[src/rtl/demux1bit_to2_reg.sv]
// Registered 1-to-2 demultiplexer with valid/ready handshake and per-destination transfer counters.
// Sel = 1 steers the input to destination A, Sel = 0 to destination B.
module demux1bit_to2_reg #(
    parameter int unsigned WIDTH = 32,
    parameter int unsigned CNT_W = 16
) (
    input  logic             Clk,
    input  logic             Reset,
    input  logic [WIDTH-1:0] InData,
    input  logic             InValid,
    input  logic             Sel,
    output logic             InReady,
    output logic [WIDTH-1:0] OutAData,
    output logic             OutAValid,
    input  logic             OutAReady,
    output logic [WIDTH-1:0] OutBData,
    output logic             OutBValid,
    input  logic             OutBReady,
    input  logic             CntClr,
    output logic [CNT_W-1:0] CntA,
    output logic [CNT_W-1:0] CntB
);

    logic             a_valid_q, a_valid_d;
    logic             b_valid_q, b_valid_d;
    logic [WIDTH-1:0] a_data_q, a_data_d;
    logic [WIDTH-1:0] b_data_q, b_data_d;
    logic [CNT_W-1:0] cnt_a_q, cnt_a_d;
    logic [CNT_W-1:0] cnt_b_q, cnt_b_d;

    logic can_a, can_b;
    logic load_a, load_b;
    logic cons_a, cons_b;

    // A slot can take a new payload if it is empty or is being drained this cycle.
    assign can_a   = !a_valid_q || OutAReady;
    assign can_b   = !b_valid_q || OutBReady;
    assign InReady = Sel ? can_a : can_b;

    assign load_a = InValid && InReady && Sel;
    assign load_b = InValid && InReady && !Sel;
    assign cons_a = a_valid_q && OutAReady;
    assign cons_b = b_valid_q && OutBReady;

    always_comb begin
        a_valid_d = a_valid_q;
        b_valid_d = b_valid_q;
        a_data_d  = a_data_q;
        b_data_d  = b_data_q;
        cnt_a_d   = cnt_a_q;
        cnt_b_d   = cnt_b_q;

        // A load wins over a same-cycle consume so the slot stays full.
        if (load_a) begin
            a_valid_d = 1'b1;
            a_data_d  = InData;
        end else if (cons_a) begin
            a_valid_d = 1'b0;
        end

        if (load_b) begin
            b_valid_d = 1'b1;
            b_data_d  = InData;
        end else if (cons_b) begin
            b_valid_d = 1'b0;
        end

        if (CntClr) begin
            cnt_a_d = '0;
            cnt_b_d = '0;
        end else begin
            if (cons_a) cnt_a_d = cnt_a_q + 1'b1;
            if (cons_b) cnt_b_d = cnt_b_q + 1'b1;
        end
    end

    always_ff @(posedge Clk or negedge Reset) begin
        if (!Reset) begin
            a_valid_q <= 1'b0;
            b_valid_q <= 1'b0;
            a_data_q  <= '0;
            b_data_q  <= '0;
            cnt_a_q   <= '0;
            cnt_b_q   <= '0;
        end else begin
            a_valid_q <= a_valid_d;
            b_valid_q <= b_valid_d;
            a_data_q  <= a_data_d;
            b_data_q  <= b_data_d;
            cnt_a_q   <= cnt_a_d;
            cnt_b_q   <= cnt_b_d;
        end
    end

    assign OutAValid = a_valid_q;
    assign OutBValid = b_valid_q;
    assign OutAData  = a_data_q;
    assign OutBData  = b_data_q;
    assign CntA      = cnt_a_q;
    assign CntB      = cnt_b_q;

endmodule

[config.mk]
export PLATFORM = sky130hd
export DESIGN_NAME = demux1bit_to2_reg
export DESIGN_NICKNAME = d
export VERILOG_FILES = /design/src/rtl/demux1bit_to2_reg.sv
export SDC_FILE = /design/constraint.sdc
export NUM_CORES = 1
export LEC_CHECK = 0
export CAP_MARGIN = 20
export CORE_AREA = 8 8 97 108
export DETAILED_ROUTE_END_ITERATION = 7
export DIE_AREA = 0 0 105 116
export PLACE_DENSITY_LB_ADDON = 0.05
export SYNTH_ARGS = -nofsm -noshare
export SYNTH_HDL_FRONTEND = slang
export SYNTH_SLANG_ARGS = --single-unit
[constraint.sdc]
create_clock -name Clk -period 3.7 [get_ports Clk]
set_input_delay 0.74 -clock Clk [delete_from_list [all_inputs] [get_ports Clk]]
set_output_delay 0.74 -clock Clk [all_outputs]
set_load 0.005 [all_outputs]
==> flow_summary.toml <==
[synthesis]
ys_ff_latch = 98
synth_warnings = 0
synth_area_per_cell_um2 = 13.5
synthesis.nets = 354
ys_types = 33
synth.cell_area_mm2 = 0.00423
yosysTopAreaCell = "dfrtp_1"
yosys-top-cells-area = "dfrtp_1, mux2_4, mux2_2"
synthCells = 313
yosysSeqAreaShare_pct = 58.0
synth_top_area_share_pct = 58.0

[setup_path]
r2r_setup_slack_ps = 1820
worstPathMaxFanout = 7
worst_r2r_endpoint = "OutBData[15]"
arrival_ps = 2250
crit_top_cell = "clkdlybuf4s50_1"
start_kind = "input pin"
crit_cells = 4
endpoint = "InReady"
required_ps = 2960
worstRegToRegCells = 4
setup.worst_path.end_class = "output pin"
worstSetupPathType = "input pin to output pin"
r2r-start = "OutBValid"
cp_cell_sequence = "clkdlybuf4s50_1, nand2b_1, mux2_2, clkdlybuf4s50_1"
slowest_delay_ps = 520
critPathLaunch = "OutBReady"
crit_slowest_cell = "clkdlybuf4s50_1"
crit_family = "buffers and inverters"
critPathBufInv = 2

[layout]
layout_commonest_cell = "clkdlybuf4s50_1"
final_util_pct = 67.9
nets = 495
nFillCells = 671
syn_to_final_growth_pct = 38.8
antennaDiodeCount = 0
drive_above_1_share_pct = 20.3
postLayoutCellArea_mm2 = 0.00587
most-common-layout-cells = "clkdlybuf4s50_1, dfrtp_1, mux2_2, mux2_4, nor2_1"

[cts]
cts_buffers = 9
htreeDepth = 3
cts_max_path_buffers = 2
clkTransAtPathRegs_ps = 90
hold_buffers = 0
cts_resized = 0
cts_root_buffer = "clkbuf_8"
cts_tree = "yes"
cts_sinks = 98
cts_setup_buffers = 0
worstSkewPairLatency_ps = 350

[sta]
finalSetupTns_ps = 0
slew_viol_final = 0
max_freq_mhz = 334
worstMarginPinSlew_ps = 667
period_minus_slack_ps = 2990
clock_skew_ps = 9.40
grt_setup_unrepaired = "no"
hold_viol_final = 0
fin_crit_sh_pct = 80.8
slew_headroom_pct = 55.5
setup_ws_ps = 710
setup_viol = 0

[routing]
avgRoutedWirePerCell_um = 17.1
vias_per_cell = 5.06
drc = 0
wl_mm = 9.82
firstDrtPassIters = 4
drtAntennaViolNets = 0
vias = 2902
drtIter0Drc = 143

[power_and_ir_drop]
power_density_mw_per_mm2 = 423
finalPower_mw = 2.48
peakVddDrop_uv = 288
leakage_nw = 2.43

[global_routing]
grt_pass1_wl_mm = 16.1
track_usage_pct = 16.6
grt_max_degree = 55
antenna_found_initial = 0
grt_pass1_vias = 3121
grt_overflow = 0

[outcome]
status = "finished, final reports clean"

[worst_hold_path]
hold_path_class = "input pin to asynchronous set/reset pin"

[placement]
placed_cell_area_mm2 = 0.00570
port_buffers = 137
dp_hpwl_mm = 7.22
pre_cts_ws_ps = 725
routabilityCongestion = 0.753

[die]
dieArea_mm2 = 0.0122
die_x_um = 105
core_mm2 = 0.00865
start_util_pct = 48.9
chipHeight_um = 116
rows = 36
num_io_pins = 138

[flow_run]
cap_violations = 0
## cell type report
cell class | count | area (um2) | share of cell area (%)
Clock buffer | 11 | 141 | 2.41
Timing Repair Buffer | 142 | 1420 | 24.2
Inverter | 9 | 33.8 | 0.576
Tap cell | 114 | 143 | 2.43
Multi-Input combinational cell | 194 | 1650 | 28.1
Sequential cell | 98 | 2450 | 41.8
Clock inverter | 5 | 30.0 | 0.512
## sequential cells by signal (all words and copies together), names as in the netlist
signal / flops
OutAData: 32
CntA: 16
OutAValid: 1
OutBValid: 1
CntB: 16
OutBData: 32
## power breakdown
group | switching, mW | leakage (nW) | internal (mW) | total [mW]
sequential | 0.0776 | 1.22 | 1.20 | 1.28
combinational | 0.179 | 1.13 | 0.404 | 0.584
clock | 0.356 | 0.0851 | 0.260 | 0.616
## synthesized netlist by cell type
library cell	instances
and3b_1	1
inv_1	9
xnor2_1	16
buf_6	7
nor3_4	1
o21ai_0	3
a21o_1	1
nor3_1	7
nand4_1	11
nor3_2	1
nor4_1	9
mux2_2	34
nor2b_1	1
nand2_2	1
a21oi_1	7
nor2_1	26
or3_2	1
or3_1	2
nand2_1	12
buf_4	1
nand4_4	1
nand3_1	10
clkbuf_1	3
mux2_4	29
xor2_1	8
ha_1	2
dfrtp_1	98
a31o_2	1
nand2b_1	3
buf_2	1
and4_1	2
mux2_1	3
and2b_2	1
## stage by stage
stage,instances,hold slack [ps]
5_1_grt,573,471
2_1_floorplan,313,444
3_5_place_dp,557,479
3_3_place_gp,557,467
4_1_cts,573,429
6_report,573,416
## worst min path at each step
stage	slack, ps	startpoint	endpoint
6_report	420	Reset	CntB[15]
5_1_grt	470	Reset	CntB[15]
4_1_cts	430	Reset	CntA[10]
3_5_place_dp	480	OutAData[31]	OutAData[31]
3_3_place_gp	470	OutAData[31]	OutAData[31]
2_1_floorplan	440	Reset	CntA[0]
## per-layer routing
layer,global-route usage (%),routed length (um)
met1,19.0,3980
met2,25.7,4570
met3,8.06,1100
met4,7.62,170
met5,0,0
## cell families (layout without fill, tap and decap cells)
group,Yosys count,in the layout,synth area share [%]
xor+xnor,24,24,4.97
flops,98,98,58.0
buf+inv,21,167,3.22
simple gates,90,90,11.5
compound gates,12,12,1.57
fa+ha+maj,2,2,0.592
mux,66,66,20.1
Note: power is estimated with default switching activity, not from simulation.
